==> src/rtl/robo_sensores.sv <==
// robo_sensores: robot grid position/heading plus a four-step map read that refreshes the
// head/left/under/barrier sensors. Define MAP_TORUS_EN to make the grid wrap at its edges.
module robo_sensores #(
    parameter int MAP_W   = 16,
    parameter int MAP_H   = 12,
    parameter int ADDR_W  = 8,
    parameter int START_X = 0,
    parameter int START_Y = 0
) (
    input  logic              clock,
    input  logic              reset,
    input  logic              avancar,
    input  logic              girar,
    input  logic              recolher_entulho,
    output logic [ADDR_W-1:0] map_addr,
    input  logic [1:0]        map_rdata,
    output logic              map_we,
    output logic [1:0]        map_wdata,
    output logic              head,
    output logic              left,
    output logic              under,
    output logic              barrier,
    output logic [ADDR_W-1:0] pos_x,
    output logic [ADDR_W-1:0] pos_y,
    output logic [1:0]        dir,
    output logic              busy,
    output logic              cmd_drop,
    output logic [7:0]        entulho_cnt
);

    localparam logic [2:0] IDLE  = 3'd0;
    localparam logic [2:0] EXEC  = 3'd1;
    localparam logic [2:0] A_U   = 3'd2;
    localparam logic [2:0] A_H   = 3'd3;
    localparam logic [2:0] A_L   = 3'd4;
    localparam logic [2:0] CAP_L = 3'd5;

    localparam logic [1:0] CMD_NONE     = 2'd0;
    localparam logic [1:0] CMD_AVANCAR  = 2'd1;
    localparam logic [1:0] CMD_GIRAR    = 2'd2;
    localparam logic [1:0] CMD_RECOLHER = 2'd3;

    localparam logic [1:0] CELL_WALL    = 2'b01;
    localparam logic [1:0] CELL_DEBRIS  = 2'b10;
    localparam logic [1:0] CELL_BARRIER = 2'b11;

    logic [2:0]        state_q, state_d;
    logic [1:0]        cmd_q, cmd_d;
    logic [ADDR_W-1:0] posX_q, posX_d;
    logic [ADDR_W-1:0] posY_q, posY_d;
    logic [1:0]        dir_q, dir_d;
    logic              head_q, head_d;
    logic              left_q, left_d;
    logic              under_q, under_d;
    logic              barrier_q, barrier_d;
    logic              underStage_q, underStage_d;
    logic [1:0]        aheadStage_q, aheadStage_d;
    logic              cmdDrop_q, cmdDrop_d;
    logic [7:0]        entulhoCnt_q, entulhoCnt_d;

    logic [ADDR_W-1:0] aheadX, aheadY, leftX, leftY;
    logic [ADDR_W-1:0] selX, selY;
    logic              aheadOob, leftOob;
    logic              anyPulse;

    // Neighbour one step in heading d; wrapped coordinates are always produced, and
    // the off-grid flag is suppressed when the grid is a torus.
    function automatic void stepCell(
        input  logic [ADDR_W-1:0] x,
        input  logic [ADDR_W-1:0] y,
        input  logic [1:0]        d,
        output logic [ADDR_W-1:0] nx,
        output logic [ADDR_W-1:0] ny,
        output logic              oob
    );
        nx  = x;
        ny  = y;
        oob = 1'b0;
        case (d)
            2'd0: begin
                if (y == '0) begin
                    oob = 1'b1;
                    ny  = ADDR_W'(MAP_H - 1);
                end else begin
                    ny = y - ADDR_W'(1);
                end
            end
            2'd1: begin
                if (x == ADDR_W'(MAP_W - 1)) begin
                    oob = 1'b1;
                    nx  = '0;
                end else begin
                    nx = x + ADDR_W'(1);
                end
            end
            2'd2: begin
                if (y == ADDR_W'(MAP_H - 1)) begin
                    oob = 1'b1;
                    ny  = '0;
                end else begin
                    ny = y + ADDR_W'(1);
                end
            end
            default: begin
                if (x == '0) begin
                    oob = 1'b1;
                    nx  = ADDR_W'(MAP_W - 1);
                end else begin
                    nx = x - ADDR_W'(1);
                end
            end
        endcase
`ifdef MAP_TORUS_EN
        oob = 1'b0;
`endif
    endfunction

    always_comb begin
        stepCell(posX_q, posY_q, dir_q, aheadX, aheadY, aheadOob);
        stepCell(posX_q, posY_q, dir_q + 2'd3, leftX, leftY, leftOob);
    end

    // Off-grid neighbours are never read; the current cell is addressed instead.
    always_comb begin
        selX = posX_q;
        selY = posY_q;
        if (state_q == A_H && !aheadOob) begin
            selX = aheadX;
            selY = aheadY;
        end else if (state_q == A_L && !leftOob) begin
            selX = leftX;
            selY = leftY;
        end
        map_addr = reset ? (selY * ADDR_W'(MAP_W) + selX) : '0;
    end

    assign anyPulse  = avancar | girar | recolher_entulho;
    assign map_we    = (state_q == EXEC) && (cmd_q == CMD_RECOLHER) && under_q;
    assign map_wdata = 2'b00;

    always_comb begin
        state_d      = state_q;
        cmd_d        = cmd_q;
        posX_d       = posX_q;
        posY_d       = posY_q;
        dir_d        = dir_q;
        head_d       = head_q;
        left_d       = left_q;
        under_d      = under_q;
        barrier_d    = barrier_q;
        underStage_d = underStage_q;
        aheadStage_d = aheadStage_q;
        cmdDrop_d    = cmdDrop_q;
        entulhoCnt_d = entulhoCnt_q;

        case (state_q)
            IDLE: begin
                if (anyPulse) begin
                    state_d = EXEC;
                    if (recolher_entulho) begin
                        cmd_d = CMD_RECOLHER;
                    end else if (girar) begin
                        cmd_d = CMD_GIRAR;
                    end else begin
                        cmd_d = CMD_AVANCAR;
                    end
                end
            end
            EXEC: begin
                state_d = A_U;
                case (cmd_q)
                    CMD_AVANCAR: begin
                        if (!head_q && !barrier_q) begin
                            posX_d = aheadX;
                            posY_d = aheadY;
                        end
                    end
                    CMD_GIRAR: dir_d = dir_q + 2'd1;
                    CMD_RECOLHER: begin
                        if (under_q && entulhoCnt_q != 8'hFF) begin
                            entulhoCnt_d = entulhoCnt_q + 8'd1;
                        end
                    end
                    default: ;
                endcase
            end
            A_U: state_d = A_H;
            A_H: begin
                underStage_d = (map_rdata == CELL_DEBRIS);
                state_d      = A_L;
            end
            A_L: begin
                aheadStage_d = aheadOob ? CELL_WALL : map_rdata;
                state_d      = CAP_L;
            end
            CAP_L: begin
                head_d    = (aheadStage_q == CELL_WALL);
                barrier_d = (aheadStage_q == CELL_BARRIER);
                under_d   = underStage_q;
                left_d    = leftOob ? 1'b1 : (map_rdata == CELL_WALL);
                state_d   = IDLE;
            end
            default: state_d = A_U;
        endcase

        if (state_q != IDLE && anyPulse) begin
            cmdDrop_d = 1'b1;
        end
    end

    // Reset lands in A_U so the sensors are refreshed straight out of reset.
    always_ff @(posedge clock or negedge reset) begin
        if (!reset) begin
            state_q      <= A_U;
            cmd_q        <= CMD_NONE;
            posX_q       <= ADDR_W'(START_X);
            posY_q       <= ADDR_W'(START_Y);
            dir_q        <= 2'd0;
            head_q       <= 1'b0;
            left_q       <= 1'b0;
            under_q      <= 1'b0;
            barrier_q    <= 1'b0;
            underStage_q <= 1'b0;
            aheadStage_q <= 2'b00;
            cmdDrop_q    <= 1'b0;
            entulhoCnt_q <= 8'd0;
        end else begin
            state_q      <= state_d;
            cmd_q        <= cmd_d;
            posX_q       <= posX_d;
            posY_q       <= posY_d;
            dir_q        <= dir_d;
            head_q       <= head_d;
            left_q       <= left_d;
            under_q      <= under_d;
            barrier_q    <= barrier_d;
            underStage_q <= underStage_d;
            aheadStage_q <= aheadStage_d;
            cmdDrop_q    <= cmdDrop_d;
            entulhoCnt_q <= entulhoCnt_d;
        end
    end

    assign head        = head_q;
    assign left        = left_q;
    assign under       = under_q;
    assign barrier     = barrier_q;
    assign pos_x       = posX_q;
    assign pos_y       = posY_q;
    assign dir         = dir_q;
    assign busy        = (state_q != IDLE);
    assign cmd_drop    = cmdDrop_q;
    assign entulho_cnt = entulhoCnt_q;

endmodule

==> config.mk <==
export PLATFORM = sky130hd
export DESIGN_NAME = robo_sensores
export DESIGN_NICKNAME = d
export VERILOG_FILES = /design/src/rtl/robo_sensores.sv
export SDC_FILE = /design/constraint.sdc
export NUM_CORES = 1
export LEC_CHECK = 0
export CORE_ASPECT_RATIO = 1.75
export CORE_MARGIN = 4
export CORE_UTILIZATION = 25
export CTS_CLUSTER_DIAMETER = 50
export DETAILED_ROUTE_END_ITERATION = 8
export GPL_ROUTABILITY_DRIVEN = 0
export PLACE_DENSITY = 0.53
export SLEW_MARGIN = 40
export SYNTH_ARGS = -nofsm -noshare
export SYNTH_HDL_FRONTEND = slang
export SYNTH_SLANG_ARGS = --single-unit
==> constraint.sdc <==
create_clock -name clock -period 5.4 [get_ports clock]
set_input_delay 1.35 -clock clock [delete_from_list [all_inputs] [get_ports clock]]
set_output_delay 1.35 -clock clock [all_outputs]
set_load 0.02 [all_outputs]
### Word-level counts from Yosys, hierarchy flattened

Index checks and enable logic that the tools add are counted.
W data, S select, Z words.

* flip-flop bits (word level): 39
* input port bits: 7
* output and inout port bits: 43
* word-level logic and storage cells: 91

* add/subtract/negate cells: 8
* equality and inequality tests: 20
* multiplexer cells: 25
* bitwise gates (word level): 2
* reduce and logical (&&, ||, !) cells: 23

Operators with widths (number)
* $mux W8: 7
* $pmux W8 S2: 3
* $add A8 B1 Y8 const B: 3
* $eq A8 B4 Y1 const B: 2
* $logic_not A8 Y1: 2
* $sub A8 B1 Y8 const B: 2
* $pmux W3 S5: 1
* $eq A2 B2 Y1 const B: 6
* $eq A2 B1 Y1 const B: 5
* $add A8 B8 Y8: 1
* $mux W4: 2
* $ne A8 B8 Y1 const B: 1
* $pmux W4 S2: 1
* $logic_and A1 B1 Y1: 7
* $eq A3 B2 Y1 const B: 2
* $eq A3 B3 Y1 const B: 2
* $mux W2: 3
* $pmux W1 S3: 2
* $reduce_and A3 Y1: 2
* $mux W1: 5
* $logic_not A1 Y1: 4
* $logic_not A2 Y1: 2
* $reduce_and A2 Y1: 2
* $reduce_or A2 Y1: 2
* other kinds (8): 9

### Depth between registers and ports, before layout

Gate-level depths: netlist of run 1.

* depth after elaboration: 9
* depth in mapped cells: 17
* depth with buffers taken out: 15

### Least setup slack after synthesis of run 1

No wires, ideal clock.

* kind: register to output
* start: reg posX_q[0] (netlist: pos_x[0])
* end: out map_addr[7]
* data arrival time: 4.137 ns
* data required time: 4.050 ns
* setup slack: -0.087 ns
* stages on the path, launching flop included: 17
* path buffers: 2
* cells stage by stage: dfrtp_1 clkbuf_1 inv_1 ha_1 nor3b_1 a211oi_1 a21o_1 clkbuf_1 o21ai_0 a221oi_1 a31oi_1 ha_1 a21o_1 a21o_1 and3_2 or3_1 a21boi_1

* cells in the longest elaborated chain, start to end: 9
* elaborated cells on any way between the ends: 22
* those cells by class: add/sub: 3; eq/ne: 1; mux: 13; reduce/logical: 5

RTL lines
* start: declaration: RTL line 49 `logic [ADDR_W-1:0] posX_q, posX_d;`
* start signal: assignment: RTL line 216 `posX_q <= ADDR_W'(START_X);`
* start signal: assignment: RTL line 230 `posX_q <= posX_d;`
* parallel branches: the longest is 7 deep, another holds $sub A8 B1 Y8
* $add A8 B8 Y8 (*): RTL line 134 `map_addr = reset ? (selY * ADDR_W'(MAP_W) + selX) : '0;`
* $mux W8 (*): RTL line 134
* end: declaration: RTL line 15 `output logic [ADDR_W-1:0] map_addr,`

Mark *: on every way between the ends.

### Worst setup path after layout of run 1

* start: reg posY_q[2] (netlist: pos_y[2])
* end: out map_addr[7]

* cells in the longest elaborated chain, start to end: 9
* elaborated cells on any way between the ends: 22
* those cells by class: add/sub: 3; eq/ne: 1; mux: 13; reduce/logical: 5

RTL lines
* start: declaration: RTL line 50 `logic [ADDR_W-1:0] posY_q, posY_d;`
* start signal: assignment: RTL line 217 `posY_q <= ADDR_W'(START_Y);`
* start signal: assignment: RTL line 231 `posY_q <= posY_d;`
* parallel branches: the longest is 7 deep, another holds $add A8 B1 Y8
* $add A8 B8 Y8 (*): RTL line 134
* $mux W8 (*): RTL line 134

Marked as above.

==> qor.yml, run 1 <==
setup_path:
  critPathMaxFanout: 5
  worst-r2r-cell-count: 5
  crit_path_end: "map_addr[7]"
  crit_arrival_ns: 3.88
  cp-startpoint: "pos_y[2]"
  reg2reg_setup_slack_ns: 3.03
  required_ns: 4.05
  endpoint_kind: "output port"
  critical_path.startpoint_type: "flop"
  path_class: "flop to output port"
  r2r_start: "pos_y[2]"
  r2r-end: "pos_y[3]"
clock_tree:
  clock_tree.root_cell: "clkbuf_16"
  clkSlewWorstSetupHoldPaths_ns: 0.06
  cts_max_path_buffers: 2
  cts_made_buffers: 5
  worstSkewPairLatency_ns: 0.29
  ctsHtreeMaxLevel: 2
  cts_sinks: 39
  ctsHoldBuffers: 0
  cts_post_setup_buffers_inserted: 0
  clock_tree_from_tritoncts: "built"
run_status:
  run_status: "finished clean"
sta:
  final.setup_skew_ns: 0.00677
  min_period_over_period_pct: 96.9
  timing.max_slew.rel_slack_pct: 59.0
  slew_viol_final: 0
  max_slew.worst_pin.slew_ns: 0.609
  achievable-frequency_mhz: 191
  totalNegativeSetupSlack_ns: 0
  report.final.hold_viol_count: 0
  report.final.setup_viol: 0
  post_layout_worst_setup_margin_ns: 0.166
  finalCriticalPeriod_ns: 5.23
  setup_repair_after_global_routing_missed_its_margin: "no"
power:
  power.share.clock_pct: 11.1
  power_total_mw: 2.66
  power.ir.vdd_worst_v: 0.000147
  sequential_fraction_of_design_power_pct: 17.3
  power.leakage_nw: 1.91
  netSwitchingPower_mw: 1.29
  netSwitchingFraction_pct: 48.4
  cellInternalPower_mw: 1.37
  power_frac_comb_pct: 71.6
  power_density_nw_per_um2: 591
final_layout:
  antenna_diode_instance_count: 0
  nNetsFinal: 531
  drive_above_1_share_pct: 17.5
  finalInstanceArea_um2: 4500
  areaGrowthSynthToFinish_pct: 33.9
synthesis:
  syn-cell-area_um2: 3360
  synth-warning-count: 0
  post-synth-top-area-fraction_pct: 28.3
  yosysMostFrequentCell: "nand2_1"
  synth_enable_flop_cells: 0
  synth.largest_area_cell: "dfrtp_1"
  share_of_flip_flops_with_an_asynchronous_set_or_reset_pct: 100
  syn_avg_cell_area_um2: 7.88
  yosysUniqueCellTypes: 70
  synth_seq_cells: 39
  netlist_top_cells_area: "dfrtp_1, ha_1, nand2_1"
  yosysSeqAreaShare_pct: 29.1
  synth_cells: 427
  yosys-top-cells-count: "nand2_1, dfrtp_1, o21ai_0"
  synth_ff_type: "dfrtp_1"
route:
  met1Wirelength_um: 4250
  routed_wl_um: 11800
  route.met2.wl_um: 6560
  wl_met3_um: 475
  route.detailed.drc: 0
  maxUsedRoutingLayer: "met4"
  drt-vias-per-instance: 5.41
  vias: 3681
  number_of_iterations_in_the_first_detailed_routing_pass: 5
  routedWlPerCell_um: 17.4
  final_antenna_net_count: 0
  first_iter_violations: 189
floorplan:
  placement_rows: 55
  chipHeight_um: 161
  die_area_um2: 15400
  floorplan.die.width_um: 95.7
  initial_core_util_pct: 25.7
  fp.coreArea_um2: 13100
  io_pins: 50
placed_design:
  dp_wirelength_um: 9230
  port_buffers: 47
  dpl_cell_area_um2: 4360
  detailedPlace.worstSlack_ns: 0.0293
global_route:
  grt_pass1_vias: 3670
  grt_start_max_net_pins: 30
  first_pass_grt_wire_length_um: 18800
  globalRouteOverflowTotal: 0
  grt_usage_pct: 15.5
  grt_antenna_before_repair: 0
job:
  max_cap_viol_count: 0
min_path:
  worstHoldPathType: "flop to flop"
[repair_timing]
action                     4_1_cts  5_1_grt
setup endpoints to repair        1        3
resized for setup                2        4
cloned                           0        0
[state kept, by name, indices dropped and copies added (netlist names)]
name,flops
cmd_q,2
under,1
entulho_cnt,8
cmd_drop,1
underStage_q,1
dir,2
left,1
state_q,3
head,1
pos_y,8
aheadStage_q,2
pos_x,8
barrier,1
[power by group through the flow]
stage | clock, mW | combinational, mW | sequential, mW
final | 0.295 | 1.91 | 0.461
after global routing | 0.313 | 2.08 | 0.479
after CTS | 0.304 | 1.92 | 0.461
after detailed placement | 0 | 1.91 | 0.466
after global placement | 0 | 1.89 | 0.461
after floorplan | 0 | 1.06 | 0.530
[metal layers]
layer / vias to the layer above / GRT usage [%]
met1: 1772 / 16.4
li1: 1752 / -
met5: - / 0
met3: 34 / 1.86
met2: 123 / 29.0
met4: 0 / 7.71
[logic make-up after synthesis]
kind of cell	share of synthesized area, %
simple gates	22.4
mux	2.60
compound gates	29.8
flops	29.1
buf+inv	5.99
xor+xnor	3.91
fa+ha+maj	6.18
other cells	0.112
[cells in the final DEF, fill, tap and decap left out, types with 9 or more instances in the layout]
master and instances:
a211oi_1 9, a21oi_1 25, buf_4 57, clkdlybuf4s50_1 44
dfrtp_1 38, ha_1 15, inv_1 17, nand2_1 47
nand3_1 12, nor2_1 30, nor3_1 17, o21ai_0 34
[worst max-delay path, cell delays in order, from the launching register on]
cell      delay, ns
dfrtp_1        0.37
or4_1          0.61
or3_2          0.55
inv_1          0.10
nor2_1         0.06
a22o_2         0.27
a211oi_1       0.22
a21oi_1        0.07
ha_1           0.33
a21o_1         0.18
and3_2         0.18
or3_1          0.36
a21boi_2       0.13
clkbuf_2       0.17
[final cells by class]
type	count	area, µm²
clock buffer	6	129
clock inverter	2	12.5
fill	1412	8570
inverter	18	67.6
multi-input combinational	339	2190
sequential	39	977
tap	171	214
timing repair buffer	105	911
[metrics by stage]
| step | instances | util (%) | hold WS (ns) |
|---|---|---|---|
| after CTS | 680 | 34.5 | 0.485 |
| final | 680 | 34.4 | 0.478 |
| after global routing | 680 | 34.4 | 0.499 |
| after detailed placement | 672 | 33.4 | 0.467 |
| after global placement | 672 | 33.4 | 0.464 |
| after floorplan | 428 | - | 0.445 |
[worst min path at each step]
stage | endpoint | depth (start not counted) | slack [ns] | startpoint
detailed placement | cmd_drop | 1 | 0.47 | cmd_drop
CTS | cmd_drop | 1 | 0.48 | cmd_drop
floorplan | underStage_q | 2 | 0.44 | underStage_q
global placement | underStage_q | 2 | 0.46 | underStage_q
finish | cmd_drop | 1 | 0.48 | cmd_drop
global route | cmd_drop | 1 | 0.50 | cmd_drop
Note: power is estimated with default switching activity, not from simulation.
==> inputs of run 2 (changes only) <==
--- a/config.mk
+++ b/config.mk
@@ -5,6 +5,7 @@
 export SDC_FILE = /design/constraint.sdc
 export NUM_CORES = 1
 export LEC_CHECK = 0
+export ABC_CLOCK_PERIOD_IN_PS = 5400
 export CORE_ASPECT_RATIO = 1.75
 export CORE_MARGIN = 4
 export CORE_UTILIZATION = 25
==> results of run 2 <==
The final DEF is identical to that of run 1; final timing and power are the same.
==> RTL change: new RTL, config.mk and constraints of run 1 <==
Set the parameter `ADDR_W` to 7 (it was 8).
--- a/src/rtl/robo_sensores.sv
+++ b/src/rtl/robo_sensores.sv
@@ -4,5 +4,5 @@
     parameter int MAP_W   = 16,
     parameter int MAP_H   = 12,
-    parameter int ADDR_W  = 8,
+    parameter int ADDR_W  = 7,
     parameter int START_X = 0,
     parameter int START_Y = 0
Ports: changed (resized map_addr, pos_x and pos_y); port bits go from 50 to 47. No check against the original RTL was run, so the function may have changed too.
==> RTL change against run 1 <==
- worst setup slack better by 69 ps
- cell count down 13%
- clock power increased by 20%
- routed wire length fell by 16%
- synthesized cell count decreased by 11%
- area after synthesis shrank 8.7%
- design area is 13% lower
- sequential cell count down 2
- power fell by 5.3%
==> RTL change: results (changes against run 1) <==
stage;metric;value;unit;change
layout;Final nets;445;;was 531
sta;Fin Clk Skew;8.45;ps;was 6.77 ps
placement;Port-buffer cells;44;;was 47
drt;vias;3107;;was 3681
layout;FILL cells;1252;;was 1412
worst_setup_path;R2R Setup Slk;2850;ps;was 3030 ps
sta;Worst Tran Pin Value;596;ps;was 609 ps
logic_synthesis;yosys warns;0;;unchanged
min_path;hold path endpoint;cmd_drop;;unchanged
drt;Routed WL per cell;16.9;um;was 17.4 um
logic_synthesis;Post-Synth XOR/XNOR Area;5.09;%;was 3.91%
drt;Detail Route met2 WL;5240;um;was 6560 um
logic_synthesis;ranking of synthesized cells by area;dfrtp_1 (29%), nand2_1 (6.5%), o21ai_0 (6.0%);;was dfrtp_1 (28%), ha_1 (5.6%), nand2_1 (5.2%)
worst_setup_path;Critical Path Start;dir[0];;was pos_y[2]
logic_synthesis;ys async rst share;100;%;unchanged
run_status;status;complete, no violations;;unchanged
power;VDD IR-drop max;262;uV;was 147 uV
worst_setup_path;Reg-to-Reg End;pos_y[6];;was pos_y[3]
logic_synthesis;Post-Synth Adder-Cell Area;6.35;%;was 6.18%
grt;wire length of the first global-routing pass;16700;um;was 18800 um
layout;ant diodes;0;;unchanged
grt;total track usage;14.4;%;was 15.5%
clock_network;PostCTS Resize Cnt;0;;was 2
logic_synthesis;Synth Area in Compound Gates;26.6;%;was 29.8%
logic_synthesis;mux cell area share after synthesis;1.71;%;was 2.60%
logic_synthesis;synth unique cells;69;;was 70
drt;Initial DRC Count;278;;was 189
worst_setup_path;crit path DAT;3820;ps;was 3880 ps
grt;pin count of the biggest net entering global routing;33;;was 30
layout;ratio of cells with drive above 1 in the final layout;11.8;%;was 17.5%
grt;vias in the first global route;3176;;was 3670
min_path;hold depth;1;;unchanged
power;Leak;1.56;nW;was 1.91 nW
logic_synthesis;register area share after synthesis;30.2;%;was 29.1%
worst_setup_path;worst reg2reg path depth;10;;was 5
placement;Final HPWL DP;7300;um;was 9230 um
drt;M1 WL;3780;um;was 4250 um
logic_synthesis;top cells by count, synth;nand2_1 (53), o21ai_0 (37), dfrtp_1 (36);;was nand2_1 (47), dfrtp_1 (38), o21ai_0 (35)
worst_setup_path;crit-path max FO;21;;was 5
drt;WL met3;560;um;was 475 um
worst_setup_path;CP endpoint;map_addr[5];;was map_addr[7]
RTL change: cell types whose count changed after synthesis, moves of 5 or more:
cell,run 1,this run
clkbuf_1,25,12
o22ai_1,7,2
a22oi_1,7,1
a31oi_1,8,3
and2_1,7,2
nor3_1,17,10
nand2_1,47,53
nor2_1,30,22
RTL change: critical path, cell delays in order (launching register included):
cell and delay [ps]:
dfrtp_1 450, clkinv_1 190, ha_1 370, buf_4 270, a32oi_2 260, buf_4 250
a211oi_1 60, a211o_1 280, o31ai_1 120, fa_1 520, nor2_1 140, clkdlybuf4s50_1 620
RTL change: area by class of cell:
| type | instances | area, sq um | share of cell area (%) |
|---|---|---|---|
| well taps | 165 | 206 | 5.27 |
| repair buffers | 63 | 581 | 14.8 |
| flip-flops and latches | 37 | 927 | 23.7 |
| clock inverters | 1 | 30.0 | 0.767 |
| inverters | 18 | 67.6 | 1.73 |
| clock buffers | 7 | 143 | 3.64 |
| multi-input cells | 298 | 1960 | 50.1 |
RTL change: power by group:
| part | switching (mW) | internal (mW) | leakage, nW | total, mW |
|---|---|---|---|---|
| combinational | 0.968 | 0.675 | 1.00 | 1.64 |
| sequential | 0.153 | 0.370 | 0.478 | 0.523 |
| clock | 0.124 | 0.231 | 0.0841 | 0.355 |
RTL change: metrics by stage:
stage	power [mW]	cell area [sq um]	hold slack [ps]	std cells	worst slack (ps)
6_report	2.52	3920	458	589	234
5_1_grt	2.72	3920	487	589	17.8
4_1_cts	2.51	3890	471	589	54.3
3_5_place_dp	2.14	3720	457	581	373
3_3_place_gp	2.14	3720	444	581	430
2_1_floorplan	1.56	3080	445	380	344
RTL change: layer usage:
metal	global-route usage [%]	up-vias
li1	-	1466
met1	16.4	1477
met2	26.1	132
met3	2.58	32
met4	6.31	0
met5	0	-
